$ cat config.mk
export PLATFORM = sky130hd
export DESIGN_NAME = food_placer
export DESIGN_NICKNAME = d
export VERILOG_FILES = /design/src/rtl/food_placer.sv
export SDC_FILE = /design/constraint.sdc
export NUM_CORES = 1
export LEC_CHECK = 0
export ABC_AREA = 1
export ABC_CLOCK_PERIOD_IN_PS = 2760
export BUFFER_PORTS_ARGS = -buffer_cell sky130_fd_sc_hd__buf_2
export CAP_MARGIN = 20
export CELL_PAD_IN_SITES_DETAIL_PLACEMENT = 0
export CELL_PAD_IN_SITES_GLOBAL_PLACEMENT = 1
export CORE_MARGIN = 5
export CORE_UTILIZATION = 40
export DETAILED_ROUTE_END_ITERATION = 12
export PLACE_DENSITY_LB_ADDON = 0.25
export SLEW_MARGIN = 20
export SYNTH_ARGS = -nofsm -noshare
export SYNTH_HDL_FRONTEND = slang
export SYNTH_SLANG_ARGS = --single-unit
export TNS_END_PERCENT = 20
$ cat constraint.sdc
create_clock -name clock -period 2.76 [get_ports clock]
set_clock_uncertainty 0.2 [all_clocks]
set_input_delay 0.138 -clock clock [delete_from_list [all_inputs] [get_ports clock]]
set_output_delay 0.138 -clock clock [all_outputs]
set_load 0.1 [all_outputs]
$ cat src/rtl/food_placer.sv
// food_placer: picks a free grid cell for the next food item.
// Random (x,y) candidates come from an external pseudorandom counter and are
// checked against the snake-body occupancy lookup. When the random tries run
// out, a deterministic raster scan from (0,0) is used instead.
module food_placer #(
    parameter int unsigned GRID_W    = 40,
    parameter int unsigned GRID_H    = 30,
    parameter int unsigned MAX_TRIES = 16
) (
    input  logic       clock,
    input  logic       resetn,
    input  logic       place_req,
    input  logic [7:0] rand_num,
    output logic [7:0] rand_max,
    output logic [7:0] query_x,
    output logic [7:0] query_y,
    output logic       query_en,
    input  logic       occupied,
    output logic [7:0] food_x,
    output logic [7:0] food_y,
    output logic       food_valid,
    output logic       busy,
    output logic       done,
    output logic       grid_full
);

    localparam logic [7:0] X_LAST    = 8'(GRID_W - 1);
    localparam logic [7:0] Y_LAST    = 8'(GRID_H - 1);
    localparam logic [7:0] TRY_LIMIT = 8'(MAX_TRIES);

    typedef enum logic [2:0] {
        S_IDLE,
        S_SAMPLE_X,
        S_SAMPLE_Y,
        S_CHECK,
        S_WAIT,
        S_DONE
    } state_t;

    state_t     state_q, state_d;
    logic [7:0] tries_q, tries_d;
    logic [7:0] cand_x_q, cand_x_d;
    logic [7:0] cand_y_q, cand_y_d;
    logic       scan_q, scan_d;
    logic [7:0] food_x_q, food_x_d;
    logic [7:0] food_y_q, food_y_d;
    logic       food_valid_q, food_valid_d;
    logic       grid_full_q, grid_full_d;

    // Next-state and datapath: sampling, occupancy check, retry/scan stepping.
    always_comb begin
        state_d      = state_q;
        tries_d      = tries_q;
        cand_x_d     = cand_x_q;
        cand_y_d     = cand_y_q;
        scan_d       = scan_q;
        food_x_d     = food_x_q;
        food_y_d     = food_y_q;
        food_valid_d = food_valid_q;
        grid_full_d  = grid_full_q;

        case (state_q)
            S_IDLE: begin
                if (place_req) begin
                    state_d      = S_SAMPLE_X;
                    food_valid_d = 1'b0;
                    grid_full_d  = 1'b0;
                    tries_d      = '0;
                    scan_d       = 1'b0;
                end
            end
            S_SAMPLE_X: begin
                if (rand_num <= X_LAST) begin
                    cand_x_d = rand_num;
                    state_d  = S_SAMPLE_Y;
                end
            end
            S_SAMPLE_Y: begin
                if (rand_num <= Y_LAST) begin
                    cand_y_d = rand_num;
                    state_d  = S_CHECK;
                end
            end
            S_CHECK: begin
                state_d = S_WAIT;
            end
            S_WAIT: begin
                // Result (food or grid_full) is loaded on entry to S_DONE so it
                // appears together with the done pulse; the full-grid exit also
                // passes through S_DONE so done never coincides with S_IDLE.
                if (!occupied) begin
                    food_x_d     = cand_x_q;
                    food_y_d     = cand_y_q;
                    food_valid_d = 1'b1;
                    state_d      = S_DONE;
                end else if (!scan_q && (tries_q + 8'd1 == TRY_LIMIT)) begin
                    cand_x_d = '0;
                    cand_y_d = '0;
                    scan_d   = 1'b1;
                    state_d  = S_CHECK;
                end else if (!scan_q) begin
                    tries_d = tries_q + 8'd1;
                    state_d = S_SAMPLE_X;
                end else if (cand_x_q == X_LAST && cand_y_q == Y_LAST) begin
                    grid_full_d = 1'b1;
                    state_d     = S_DONE;
                end else if (cand_x_q == X_LAST) begin
                    cand_x_d = '0;
                    cand_y_d = cand_y_q + 8'd1;
                    state_d  = S_CHECK;
                end else begin
                    cand_x_d = cand_x_q + 8'd1;
                    state_d  = S_CHECK;
                end
            end
            S_DONE: begin
                state_d = S_IDLE;
            end
            default: begin
                state_d = S_IDLE;
            end
        endcase
    end

    // State and result registers.
    always_ff @(posedge clock or negedge resetn) begin
        if (!resetn) begin
            state_q      <= S_IDLE;
            tries_q      <= '0;
            cand_x_q     <= '0;
            cand_y_q     <= '0;
            scan_q       <= 1'b0;
            food_x_q     <= '0;
            food_y_q     <= '0;
            food_valid_q <= 1'b0;
            grid_full_q  <= 1'b0;
        end else begin
            state_q      <= state_d;
            tries_q      <= tries_d;
            cand_x_q     <= cand_x_d;
            cand_y_q     <= cand_y_d;
            scan_q       <= scan_d;
            food_x_q     <= food_x_d;
            food_y_q     <= food_y_d;
            food_valid_q <= food_valid_d;
            grid_full_q  <= grid_full_d;
        end
    end

    assign rand_max   = (state_q == S_SAMPLE_Y) ? Y_LAST : X_LAST;
    assign query_x    = cand_x_q;
    assign query_y    = cand_y_q;
    assign query_en   = (state_q == S_CHECK);
    assign busy       = (state_q != S_IDLE);
    assign done       = (state_q == S_DONE);
    assign food_x     = food_x_q;
    assign food_y     = food_y_q;
    assign food_valid = food_valid_q;
    assign grid_full  = grid_full_q;

endmodule

==> results.cfg <==
[clock_tree]
post_cts.resized_instances = 0
cts.sinks = 46
cts-root-buf = clkbuf_8
cts.htree.levels = 2
clk_pin_slew_worst_paths_ns = 0.09
worst_skew_pair_latency_ns = 0.30
tritoncts_clock_tree = built
number_of_post_cts_setup_repair_buffers = 0
cts_buffers = 5
maximum_clock_insertion_buffer_count = 2
hold_buffers = 3

[finish]
multiInputGateArea_mm2 = 0.00132
final_util = 0.485
post_route_cells_drive_above_1_share = 0.233
nFillCells = 661
ff_latch_area_mm2 = 0.00115
final_design_area_no_fill_mm2 = 0.00311
layout.nets = 415
area_delta_synth_final_pct = 16.5
antenna_cells_inserted = 0

[grt]
global_route_wire_length_before_repair_mm = 11.5
largest_net_degree_at_the_start_of_global_routing = 30
number_of_antenna_violations_at_the_first_check_in_global_routing = 0
global_route.overflow_total = 0
track_usage = 0.167
number_of_global_route_vias_before_repair = 2213

[floorplan]
start_util = 0.416
die_height_um = 91.7
pin_count = 57
die_width_um = 91.7
core.rowCount = 29
core_region_area_mm2 = 0.00642
design.die.area_mm2 = 0.00842

[yosys]
postSynthAreaPerCell_um2 = 7.77
synthDominantAreaCellType = dfrtp_1
ys_seq_elements = 46
synth_flop_type = dfrtp_1
synth_area_mm2 = 0.00267
synth.most_common_cell = nand2_1
asyncSetResetFlopFracSynth = 1.00
synth.yosys.warnings = 0
synth_enable_flop_cells = 0
synth_area_leaders = dfrtp_1 43%, nand2_1 15%, o21ai_0 5.4%, inv_1 4.4%, nand3_1 3.9%
synthesis.instances = 344
synth_common_cells = 108 x nand2_1, 46 x dfrtp_1, 31 x inv_1
sequential_cell_area_fraction_in_the_yosys_report = 0.431
synthDistinctLibCells = 35
yosys.area.top_type_share = 0.431

[timing]
timing.fmax_mhz = 429
slew-limit-headroom = 0.588
setup_tns_ns = 0
post-route-worst-setup-slack_ns = 0.426
worstMarginPinSlew_ns = 0.618
timing_hold_violations_final = 0
setup_viol = 0
slew_violations = 0
rsz0062_at_grt = no
timing.final.crit_share = 0.845
finalWorstPathRequiredPeriod_ns = 2.33

[hold_path]
timing.hold.worst.start = rand_num[7]
hp-class = primary input to flop

[run]
drv_cap = 0

[setup_path]
cp-startpoint = query_x[0]
worst_path_required_time_ns = 2.75
cp_data_arrival_time_ns = 2.32
maximum_net_fanout_on_the_critical_path = 10
critical_path.reg2reg.startpoint = query_x[0]
timing.setup.critical_path_class = flop to flop
crit_path_launch_type = flop
endpoint_kind = flop
critPathMaxStageDelay_ns = 0.45
crit_slowest_cell = dfrtp_1
crit_path_cell_chain = ha_1 -> nand2_1 -> nor4_1 -> nand3b_1 -> nand2_2 -> nand2_4 -> nand2_4 -> inv_4 -> nand2_1 -> o21ai_0

[routing]
drt_drc_violations_left = 0
drt_first_pass_iters = 4
wirelength_mm = 6.73
avgViaCountPerCell = 5.00
drtAntennaViolNets = 0
drt-initial-drc-count = 119
wl_per_cell_um = 14.1
vias = 2379

[placed_design]
port_buffers = 52
place_worst_setup_slack_ns = 0.408
detailed_place.area_mm2 = 0.00299
detailed_place_hpwl_mm = 5.30
finalWeightedCongestion = 0.828

[status]
status = finished clean
[cell usage in the layout, fill, tap and decap left out, types with 2 or more instances in the layout]
cell type,netlist,routed
o21ai_0,29,29
nor3_1,10,8
xor2_1,8,8
nand2_1,108,108
nor2_4,2,2
buf_2,3,52
nand3_2,3,3
nand3_1,21,21
buf_4,6,2
o21ai_1,8,8
o21a_1,2,2
nand4_1,7,7
conb_1,2,4
a21oi_1,3,3
inv_2,6,6
xnor2_1,2,2
nor2_1,14,14
o21bai_1,2,2
dlygate4sd3_1,0,3
nor2_2,2,2
dfrtp_1,46,46
ha_1,5,5
clkbuf_8,0,5
inv_1,31,31
o21ai_2,8,8
nand3b_1,2,2
nand2_4,3,3
[routing by layer]
metal	vias up	routed length, um	track usage
met5	-	0	0
met4	0	31	0.0334
met3	2	350	0.0368
met2	55	2910	0.240
met1	1109	3440	0.258
li1	1213	-	-
[critical path, delay by kind of cell, from the launching register on]
kind | cells | cell delay, ns
AND/OR/NAND/NOR | 7 | 1.21
flip-flops | 1 | 0.45
adder cells (fa/ha/maj) | 1 | 0.22
buffers and inverters | 1 | 0.08
AO/OA/AOI/OAI | 1 | 0.07
[cells by family after synthesis]
kind of cell | Yosys count | synth area share
xor+xnor | 10 | 0.0328
buf+inv | 50 | 0.0838
other cells | 2 | 0.00281
fa+ha+maj | 5 | 0.0234
compound gates | 55 | 0.125
flops | 46 | 0.431
simple gates | 176 | 0.302
[through the flow]
step	hold WS, ns	cells
floorplan	-0.358	346
global placement	-0.0120	465
detailed placement	-0.0161	465
CTS	0.00992	476
global route	0.0463	476
finish	0.0129	476
[flip-flops by register name, indices dropped and copies added (netlist names)]
name,count
food_x,8
food_valid,1
grid_full,1
food_y,8
scan_q,1
tries_q,8
query_x,8
state_q,3
query_y,8
[cell type report]
class | count | share of cell area
well taps | 77 | 0.0309
inverters | 38 | 0.0466
repair buffers | 57 | 0.0981
clock inverters | 3 | 0.00804
clock buffers | 5 | 0.0221
flip-flops and latches | 46 | 0.370
multi-input cells | 250 | 0.424
[worst paths after layout]
check / slack, ns / end / depth (start not counted)
worst max-delay path: 0.43 / query_x[6] / 10
max in group asynchronous: 1.46 / food_y[6] / 3
worst min register to register: 0.28 / food_y[2] / 2
worst min-delay path: 0.01 / query_y[7] / 5
min in group asynchronous: 0.18 / state_q[2] / 2
worst max register to register: 0.43 / query_x[6] / 10
Power is left out: the tool's default activity adds up to more than one toggle a clock period on the data nets, which glitch-free logic cannot reach.
